--- src/rtl/message_tx_sequencer_pkg.sv ---
// -----------------------------------------------------------------------------
// message_tx_sequencer_pkg
//   Shared definitions for the message transmit sequencer: FSM state encoding,
//   default protocol parameters (also used by the RX ack decoder) and a helper
//   that sizes counters from their largest value.
// -----------------------------------------------------------------------------
package message_tx_sequencer_pkg;

   // Sequencer states. The encoding is shared with the receive-side tooling.
   typedef enum logic [2:0] {
      ST_IDLE    = 3'd0,
      ST_FETCH   = 3'd1,
      ST_LOAD    = 3'd2,
      ST_SEND    = 3'd3,
      ST_ACKWAIT = 3'd4,
      ST_FAIL    = 3'd5
   } tx_state_e;

   // Protocol defaults; the ack sequence compare uses DEF_SEQW bits.
   localparam int unsigned DEF_SEQW      = 8;
   localparam int unsigned DEF_TIMEOUT   = 1000;
   localparam int unsigned DEF_MAX_RETRY = 3;

   // Smallest width (at least 1) able to hold max_val.
   function automatic int unsigned width_for(input int unsigned max_val);
      int unsigned w;
      w = 32'd1;
      for (int unsigned i = 32'd1; i < 32'd32; i++) begin
         if ((max_val >> i) != 32'd0) begin
            w = i + 32'd1;
         end
      end
      return w;
   endfunction

endpackage

--- src/rtl/message_tx_sequencer_ack_timer.sv ---
// -----------------------------------------------------------------------------
// message_tx_sequencer_ack_timer
//   Per-attempt acknowledge timer. Counts enabled cycles from 0 and parks at
//   TIMEOUT-1, where expired_o is raised. clear_i restarts the count at 0 and
//   has priority over enable_i.
// Ports:
//   clk        system clock
//   reset      synchronous active-high reset (count returns to 0)
//   clear_i    restart count at 0
//   enable_i   advance the count by one this cycle
//   expired_o  count has reached TIMEOUT-1
// -----------------------------------------------------------------------------
module message_tx_sequencer_ack_timer
   import message_tx_sequencer_pkg::*;
#(
   parameter int unsigned TIMEOUT = DEF_TIMEOUT,
   parameter int unsigned TW      = width_for(TIMEOUT - 32'd1)
) (
   input  logic clk,
   input  logic reset,
   input  logic clear_i,
   input  logic enable_i,
   output logic expired_o
);

   localparam logic [TW-1:0] LAST_COUNT = TW'(TIMEOUT - 32'd1);

   logic [TW-1:0] count_q;
   logic [TW-1:0] count_d;

   // Next count: clear wins, then advance while below the terminal value.
   always_comb begin
      count_d = count_q;
      if (clear_i) begin
         count_d = '0;
      end else if (enable_i && (count_q != LAST_COUNT)) begin
         count_d = count_q + {{(TW-1){1'b0}}, 1'b1};
      end else begin
         count_d = count_q;
      end
   end

   // Count register.
   always_ff @(posedge clk) begin
      if (reset) begin
         count_q <= '0;
      end else begin
         count_q <= count_d;
      end
   end

   assign expired_o = (count_q == LAST_COUNT);

endmodule

--- src/rtl/message_tx_sequencer.sv ---
// -----------------------------------------------------------------------------
// message_tx_sequencer
//   Walks the message BRAM from address 1 to the latched maxaddr, offering each
//   word to the laser TX framer as a numbered packet. Each packet waits for an
//   ack carrying its sequence number; on timeout the held packet is resent
//   (no BRAM refetch) until MAX_RETRY resends have been used, then the block
//   parks in FAIL until the next start.
// Ports:
//   clk, reset            clock, synchronous active-high reset
//   start, abort          run request (IDLE/FAIL only), immediate return to IDLE
//   maxaddr               last BRAM address of the message, latched on start
//   readaddr / dout       BRAM read port (1-cycle registered read)
//   pkt_data/seq/valid    packet offered to the framer, held until pkt_ready
//   pkt_ready             framer accept
//   ack_valid / ack_seq   ack strobe and the sequence number it acknowledges
//   busy, done, fail      status: running, 1-cycle completion, retries exhausted
// -----------------------------------------------------------------------------
module message_tx_sequencer
   import message_tx_sequencer_pkg::*;
#(
   parameter int unsigned LOGSIZE   = 10,
   parameter int unsigned WIDTH     = 64,
   parameter int unsigned SEQW      = DEF_SEQW,
   parameter int unsigned TIMEOUT   = DEF_TIMEOUT,
   parameter int unsigned MAX_RETRY = DEF_MAX_RETRY
) (
   input  logic               clk,
   input  logic               reset,
   input  logic               start,
   input  logic               abort,
   input  logic [LOGSIZE-1:0] maxaddr,
   output logic [LOGSIZE-1:0] readaddr,
   input  logic [WIDTH-1:0]   dout,
   output logic [WIDTH-1:0]   pkt_data,
   output logic [SEQW-1:0]    pkt_seq,
   output logic               pkt_valid,
   input  logic               pkt_ready,
   input  logic               ack_valid,
   input  logic [SEQW-1:0]    ack_seq,
   output logic               busy,
   output logic               done,
   output logic               fail
);

   localparam int unsigned          TW          = width_for(TIMEOUT - 32'd1);
   localparam int unsigned          RW          = width_for(MAX_RETRY);
   localparam logic [RW-1:0]        RETRY_LIMIT = RW'(MAX_RETRY);
   localparam logic [LOGSIZE-1:0]   FIRST_ADDR  = LOGSIZE'(1);
   localparam logic [LOGSIZE-1:0]   ADDR_ONE    = LOGSIZE'(1);
   localparam logic [SEQW-1:0]      SEQ_ONE     = SEQW'(1);
   localparam logic [RW-1:0]        RETRY_ONE   = RW'(1);

   tx_state_e          state_q,    state_d;
   logic [LOGSIZE-1:0] readaddr_q, readaddr_d;
   logic [LOGSIZE-1:0] maxaddr_q,  maxaddr_d;
   logic [WIDTH-1:0]   pkt_data_q, pkt_data_d;
   logic [SEQW-1:0]    pkt_seq_q,  pkt_seq_d;
   logic               pkt_valid_q, pkt_valid_d;
   logic [RW-1:0]      retry_q,    retry_d;
   logic               busy_q,     busy_d;
   logic               done_q,     done_d;
   logic               fail_q,     fail_d;

   logic               timer_clear_s;
   logic               timer_enable_s;
   logic               timer_expired_s;
   logic               ack_match_s;
   logic               last_packet_s;

   // Ack for the packet currently outstanding; only acted on in ACKWAIT.
   assign ack_match_s   = ack_valid && (ack_seq == pkt_seq_q);
   assign last_packet_s = (readaddr_q == maxaddr_q);

   message_tx_sequencer_ack_timer #(
      .TIMEOUT (TIMEOUT),
      .TW      (TW)
   ) u_ack_timer (
      .clk       (clk),
      .reset     (reset),
      .clear_i   (timer_clear_s),
      .enable_i  (timer_enable_s),
      .expired_o (timer_expired_s)
   );

   // Next-state and datapath decode; abort overrides every state and start.
   always_comb begin
      state_d        = state_q;
      readaddr_d     = readaddr_q;
      maxaddr_d      = maxaddr_q;
      pkt_data_d     = pkt_data_q;
      pkt_seq_d      = pkt_seq_q;
      pkt_valid_d    = pkt_valid_q;
      retry_d        = retry_q;
      done_d         = 1'b0;
      timer_clear_s  = 1'b0;
      timer_enable_s = 1'b0;

      if (abort) begin
         state_d     = ST_IDLE;
         pkt_valid_d = 1'b0;
      end else begin
         case (state_q)
            ST_IDLE, ST_FAIL: begin
               if (start) begin
                  maxaddr_d = maxaddr;
                  if (maxaddr == '0) begin
                     // Empty message: report completion without touching the BRAM.
                     done_d  = 1'b1;
                     state_d = ST_IDLE;
                  end else begin
                     readaddr_d = FIRST_ADDR;
                     pkt_seq_d  = '0;
                     retry_d    = '0;
                     state_d    = ST_FETCH;
                  end
               end else begin
                  state_d = state_q;
               end
            end

            ST_FETCH: begin
               // BRAM samples readaddr on this edge; data is usable in LOAD.
               state_d = ST_LOAD;
            end

            ST_LOAD: begin
               pkt_data_d  = dout;
               pkt_valid_d = 1'b1;
               state_d     = ST_SEND;
            end

            ST_SEND: begin
               if (pkt_ready) begin
                  pkt_valid_d   = 1'b0;
                  timer_clear_s = 1'b1;
                  state_d       = ST_ACKWAIT;
               end else begin
                  state_d = ST_SEND;
               end
            end

            ST_ACKWAIT: begin
               timer_enable_s = 1'b1;
               // A matching ack on the expiry cycle still counts as delivered.
               if (ack_match_s) begin
                  if (last_packet_s) begin
                     done_d  = 1'b1;
                     state_d = ST_IDLE;
                  end else begin
                     readaddr_d = readaddr_q + ADDR_ONE;
                     pkt_seq_d  = pkt_seq_q + SEQ_ONE;
                     retry_d    = '0;
                     state_d    = ST_FETCH;
                  end
               end else if (timer_expired_s) begin
                  if (retry_q == RETRY_LIMIT) begin
                     state_d = ST_FAIL;
                  end else begin
                     // Resend the held payload; the BRAM is not read again.
                     retry_d     = retry_q + RETRY_ONE;
                     pkt_valid_d = 1'b1;
                     state_d     = ST_SEND;
                  end
               end else begin
                  state_d = ST_ACKWAIT;
               end
            end

            default: begin
               state_d     = ST_IDLE;
               pkt_valid_d = 1'b0;
            end
         endcase
      end

      busy_d = (state_d != ST_IDLE) && (state_d != ST_FAIL);
      fail_d = (state_d == ST_FAIL);
   end

   // State, datapath and status registers.
   always_ff @(posedge clk) begin
      if (reset) begin
         state_q     <= ST_IDLE;
         readaddr_q  <= '0;
         maxaddr_q   <= '0;
         pkt_data_q  <= '0;
         pkt_seq_q   <= '0;
         pkt_valid_q <= 1'b0;
         retry_q     <= '0;
         busy_q      <= 1'b0;
         done_q      <= 1'b0;
         fail_q      <= 1'b0;
      end else begin
         state_q     <= state_d;
         readaddr_q  <= readaddr_d;
         maxaddr_q   <= maxaddr_d;
         pkt_data_q  <= pkt_data_d;
         pkt_seq_q   <= pkt_seq_d;
         pkt_valid_q <= pkt_valid_d;
         retry_q     <= retry_d;
         busy_q      <= busy_d;
         done_q      <= done_d;
         fail_q      <= fail_d;
      end
   end

   assign readaddr  = readaddr_q;
   assign pkt_data  = pkt_data_q;
   assign pkt_seq   = pkt_seq_q;
   assign pkt_valid = pkt_valid_q;
   assign busy      = busy_q;
   assign done      = done_q;
   assign fail      = fail_q;

endmodule

--- config.mk ---
export PLATFORM = sky130hd
export DESIGN_NAME = message_tx_sequencer
export DESIGN_NICKNAME = d
export VERILOG_FILES = /design/src/rtl/message_tx_sequencer_pkg.sv /design/src/rtl/message_tx_sequencer_ack_timer.sv /design/src/rtl/message_tx_sequencer.sv
export SDC_FILE = /design/constraint.sdc
export NUM_CORES = 1
export LEC_CHECK = 0
export CAP_MARGIN = 10
export CORE_UTILIZATION = 46
export CTS_BUF_LIST = sky130_fd_sc_hd__clkbuf_4 sky130_fd_sc_hd__clkbuf_8
export DETAILED_ROUTE_END_ITERATION = 16
export PLACE_DENSITY = 0.83
export SLEW_MARGIN = 40
export SYNTH_ARGS = -nofsm -noshare
export SYNTH_HDL_FRONTEND = slang
export SYNTH_SLANG_ARGS = --single-unit
export TNS_END_PERCENT = 20
--- constraint.sdc ---
create_clock -name clk -period 2.52 [get_ports clk]
set_input_delay 0.252 -clock clk [delete_from_list [all_inputs] [get_ports clk]]
set_output_delay 0.252 -clock clk [all_outputs]
set_load 0.005 [all_outputs]
==> Word level (Yosys, flattened, before mapping) <==
Index checks and enable logic that the tools add are counted.
{ "classes": {"eq_ne": 23, "n_reduce_logical": 16, "n_mux": 41, "add_sub_neg": 4, "bitwise_logic": 2} }
{ "ops": {"columns": ["operator", "n"], "rows": [
  ["2-to-1 mux 10 bit", 4],
  ["2-to-1 mux 8 bit", 4],
  ["adder 10 x 1 -> 10 bit, second input constant", 2],
  ["one-hot mux 10 bit (2 select lines)", 1],
  ["2-to-1 mux 3 bit", 6],
  ["!= test 2 bit, second input constant", 8],
  ["one-hot mux 8 bit (2 select lines)", 1],
  ["2-to-1 mux 1 bit", 15],
  ["one-hot mux 3 bit (5 select lines)", 1],
  ["2-to-1 mux 2 bit", 6],
  ["!= test 3 bit, second input constant", 4],
  ["== test 10 bit", 1],
  ["== test 10 bit, second input constant", 1],
  ["zero test 10 bit", 1],
  ["!= test 10 bit, second input constant", 1],
  ["== test 3 bit, second input constant", 3],
  ["adder 8 x 1 -> 8 bit, second input constant", 1],
  ["== test 8 bit", 1],
  ["AND reduction 7 bit", 1],
  ["== test 3 x 2 -> 1 bit, second input constant", 2],
  ["AND reduction 6 bit", 1],
  ["OR reduction 2 bit", 3],
  ["AND reduction 5 bit", 1],
  ["one-hot mux 1 bit (4 select lines)", 1],
  ["13 further kinds", 16]
]} }
{ "totals": {"reg_bits": 111, "inputBits": 88, "elab_cells": 97} }

==> Longest topological paths before layout <==
{ "depth": {"ltp_word": 8, "depth_mapped": 9, "ltp_nobuf": 6} }

==> By module <==
Synthesis repeated with hierarchy kept, for this count alone.
{ "hier_totals": {"cells_unflattened": 595, "area_unflattened_um2": 4800.9} }
{ "modules_own_cells": {"columns": ["module", "area_per_inst_um2", "seq_area_each_um2", "instances", "cells_each"], "rows": [
  ["message_tx_sequencer", 4242.8, 2021.9, 1, 530],
  ["message_tx_sequencer_ack_timer", 558.0, 200.2, 1, 65]
]} }

==> Least setup slack after synthesis <==
OpenSTA, ideal clock, no wires.
{ "synth_timing": {"path_type": "reg2reg", "from": "reg pkt_seq_q[2] (netlist: pkt_seq[2])", "to": "reg readaddr_q[4] (netlist: readaddr[4])", "setup_time_ns": 0.059, "period_less_slack_ns": 2.176, "slack_ns": 0.344, "n_path_buf": 2, "path_stages_with_launch": 9, "arrival_time_ns": 2.117, "cell_sequence": "dfxtp_1 > buf_6 > xor2_1 > nor4_4 > a31oi_2 > or3_4 > buf_6 > or4_1 > nand2_1"} }
{ "synth_via": {"elab_chain_len": 4} }
{ "synth_lines": {"columns": ["item", "line_no", "source"], "rows": [
  ["start, declared", "message_tx_sequencer.sv:57", "logic [SEQW-1:0] pkt_seq_q, pkt_seq_d;"],
  ["start signal, assigned", "message_tx_sequencer.sv:198", "pkt_seq_q <= pkt_seq_d;"],
  ["== test 8 bit", "message_tx_sequencer.sv:71", "assign ack_match_s = ack_valid && (ack_seq == pkt_seq_q);"],
  ["logical AND 1 bit", "message_tx_sequencer.sv:71", null],
  ["!= test 2 bit (no source line)", null, null],
  ["AND reduction 6 bit (no source line)", null, null],
  ["end signal, assigned", "message_tx_sequencer.sv:195", "readaddr_q <= readaddr_d;"],
  ["end, declared", "message_tx_sequencer.sv:54", "logic [LOGSIZE-1:0] readaddr_q, readaddr_d;"]
]} }
No other way between the ends.
A chain may end at the register's enable or synchronous reset.

==> Worst setup path after layout <==
{ "layout_timing": {"from": "reg readaddr_q[6] (netlist: readaddr[6])", "to": "reg readaddr_q[9] (netlist: readaddr[9])"} }
{ "layout_via": {"elab_chain_len": 4, "word_cells_on_any_way": 7, "cone_classes": "1 x add/sub; 2 x eq/ne; 3 x mux; 1 x reduce/logical"} }
{ "layout_lines": {"columns": ["item", "line_no", "source"], "rows": [
  ["adder 10 x 1 -> 10 bit", "message_tx_sequencer.sv:150", "readaddr_d = readaddr_q + ADDR_ONE;"],
  ["2-to-1 mux 10 bit", "message_tx_sequencer.sv:146", "if (last_packet_s) begin"],
  ["2-to-1 mux 10 bit", "message_tx_sequencer.sv:145", "if (ack_match_s) begin"],
  ["one-hot mux 10 bit (2 select lines)", "message_tx_sequencer.sv:102", "case (state_q)"]
]} }
Parallel ways exist; a longest one is shown, timed or not. The select of a mux whose other input is x is not followed.

==> results.sh <==
export IMPL_initial_utilization_pct=47.9
export IMPL_hold_violations=0
export IMPL_antenna_cells=0
export IMPL_cts_hold_buf=0
export IMPL_numCtsBuffers=9
export IMPL_fin_crit_ps=2280
export IMPL_relSlewSlack_pct=58.7
export IMPL_synth_seq_area_share_pct=47.2
export IMPL_synth_fa_ha_area_share_pct=1.06
export IMPL_io_buffers=173
export IMPL_synth_avg_cell_area_sq_um=8.14
export IMPL_powerDensity_nw_per_um2=471
export IMPL_synth_ff_type="dfxtp_1"
export IMPL_nFillCells=783
export IMPL_synthDistinctLibCells=58
export IMPL_synth_top_family_by_area="simple AND/OR/NAND/NOR gates"
export IMPL_drtIter0Drc=182
export IMPL_clockBufferDepth=2
export IMPL_path_clk_slew_ps=100
export IMPL_reg2reg_from="readaddr[6]"
export IMPL_rr_worst_depth=6
export IMPL_cts_resized=0
export IMPL_status="completed"
export IMPL_wl_per_cell_microns=14.7
export IMPL_antenna_found_initial=0
export IMPL_row_count=36
export IMPL_cp_data_arrival_time_ps=2570
export IMPL_totalWireLength_microns=13000
export IMPL_period_share_pct=90.4
export IMPL_vias=4724
export IMPL_syn_to_final_growth_pct=45.6
export IMPL_crit_start="readaddr[6]"
export IMPL_worst_slew_pin_slew_ps=614
export IMPL_place_ws_ps=-25.1
export IMPL_dr_pass1_iters=6
export IMPL_die_w_microns=103
export IMPL_worstReg2RegEnd="readaddr[9]"
export IMPL_holdWs_ps=184
export IMPL_p_total_mw=3.23
export IMPL_yosys_area_share_xor_xnor_pct=5.40
export IMPL_grt_overflow=0
export IMPL_synth_simple_area_share_pct=26.1
export IMPL_critPathKind="flip-flop to flip-flop"
export IMPL_synth_warnings=0
export IMPL_clockRootBuffer="clkbuf_8"
export IMPL_syn_inst=578
export IMPL_required_ps=2810
export IMPL_postSynthNetCount=670
export IMPL_insertion_delay_ps=360
export IMPL_clock_sinks=111
export IMPL_critPathCapture="readaddr[9]"
export IMPL_drive_above_1_share_pct=6.61
export IMPL_layout_setup_ws_ps=243
export IMPL_drcViolationCount=0
export IMPL_synthArstFlopShare_pct=0
export IMPL_slew_viol_final=0
export IMPL_p_leak_nw=2.41
export IMPL_grt_max_degree=65
export IMPL_gp_congestion=0.883
export IMPL_synth_compound_area_share_pct=15.8
export IMPL_synth_edff_count=0
export IMPL_rsz0062_at_grt="false"
export IMPL_fin_util_pct=69.8
export IMPL_nNetsFinal=843
export IMPL_skew_ps=8.50
export IMPL_crit_fanout=11
export IMPL_routed_via_density=5.31
export IMPL_core_sq_um=9820
export IMPL_htree_num_levels=3
export IMPL_hp_class="input pin to flip-flop"
export IMPL_io_pins=174
export IMPL_ir_worst_vdd_uv=444
export IMPL_r2r_slack_ps=240
export IMPL_max_freq_mhz=439
export IMPL_post_cts_buffers=0
export IMPL_ant_nets=0
export IMPL_cts_tree="built"
export IMPL_synthMuxAreaShare_pct=0.665
export IMPL_crit_path_end_kind="flip-flop"
export IMPL_cap_violations=0
export IMPL_hpwl_microns=9650
export IMPL_die_area_sq_um=10600
export IMPL_grt_pass1_wl_microns=20700
export IMPL_ys_ff_latch=111
export IMPL_setup_violations=0
export IMPL_grt_pass1_vias=4576
export IMPL_die_h_microns=103
export IMPL_synth_area_sq_um=4700
export IMPL_crit_path_start_kind="flip-flop"
export IMPL_grt_util_all_layers_pct=24.8
==> worst min-delay path by stage <==
| stage | startpoint | endpoint | depth (start not counted) |
|---|---|---|---|
| floorplan | maxaddr[0] | maxaddr_q[0] | 2 |
| global placement | pkt_data[31] | pkt_data[31] | 2 |
| detailed placement | pkt_data[9] | pkt_data[9] | 2 |
| CTS | reset | pkt_seq[1] | 2 |
| global route | reset | pkt_seq[1] | 2 |
| finish | reset | pkt_seq[1] | 2 |
==> synthesized netlist by cell type, drive strengths merged, types with 4 or more instances <==
cell type	n	area, sq um
nand2	161	604
dfxtp	111	2220
a21oi	89	449
clkbuf	29	109
nor2	29	125
xor2	27	236
o21ai	13	65.1
nand3	11	55.1
nor4	11	83.8
nand4	9	56.3
or3	9	61.3
inv	7	26.3
nor3	5	25.0
and4	4	35.0
buf	4	41.3
ha	4	50.1
nand2b	4	25.0
==> kinds of logic (layout without fill, tap and decap cells) <==
| logic type | count (synthesis) | in the layout |
|---|---|---|
| buf+inv | 40 | 218 |
| xor+xnor | 29 | 29 |
| mux | 3 | 3 |
| compound gates | 129 | 129 |
| flops | 111 | 111 |
| simple gates | 262 | 262 |
| fa+ha+maj | 4 | 4 |
==> where the power goes <==
group          leakage (nW)  switching [mW]  internal (mW)  total (mW)
clock                 0.100           0.593          0.514        1.11
combinational          1.42           0.137          0.194       0.332
sequential            0.896          0.0143           1.78        1.79
==> registers in the layout, summed over array words and instances, names as in the netlist <==
register	cells
fail	1
state_q	3
busy	1
retry_q	2
readaddr	10
pkt_data	64
u_ack_timer.count_q	10
pkt_seq	8
pkt_valid	1
done	1
maxaddr_q	10
==> layer usage <==
layer | wire length (microns) | GRT usage [%] | up-vias
li1 | - | - | 2332
met5 | 0 | 0 | -
met4 | 267 | 9.64 | 0
met2 | 6520 | 42.8 | 188
met3 | 1100 | 8.14 | 19
met1 | 5140 | 28.3 | 2185
==> final cells by class <==
| type | instances | area (sq um) | area share, % |
|---|---|---|---|
| Clock buffer | 12 | 153 | 2.23 |
| Clock inverter | 4 | 53.8 | 0.786 |
| Inverter | 7 | 26.3 | 0.384 |
| Multi-Input combinational cell | 427 | 2310 | 33.7 |
| Sequential cell | 111 | 2220 | 32.4 |
| Tap cell | 133 | 166 | 2.43 |
| Timing Repair Buffer | 195 | 1920 | 28.0 |
==> cell usage in the layout (no fill, tap or decap), drive strengths merged, types with 3 or more instances in the layout <==
master / synthesis / routed
nor3: 5 / 5
xor2: 27 / 27
inv: 7 / 8
a21oi: 89 / 89
or3: 9 / 9
a31oi: 3 / 3
ha: 4 / 4
o21ai: 13 / 13
nor4: 11 / 11
or4: 3 / 3
dfxtp: 111 / 111
nand3b: 3 / 3
a311oi: 3 / 3
nand2: 161 / 161
clkbuf: 29 / 12
clkdlybuf4s50: 0 / 172
and4: 4 / 4
nor2: 29 / 29
nand2b: 4 / 4
nand3: 11 / 11
nand4: 9 / 9
and2: 3 / 3
buf: 4 / 23
==> worst max-delay path: stages (launching register included) <==
cell     delay (ps)
dfxtp_1         490
xor2_1          200
nor4_1          110
and4_1          250
or3_4           460
or4_1           540
a21oi_1         160
==> through the flow <==
step | std cells | instance area [sq um] | setup TNS, ps
after floorplan | 578 | 4700 | 0
after global placement | 873 | 6640 | 0
after detailed placement | 873 | 6640 | -25.1
after CTS | 889 | 6850 | 0
after global routing | 889 | 6850 | 0
final | 889 | 6850 | 0
Note: power is estimated with default switching activity, not from simulation.
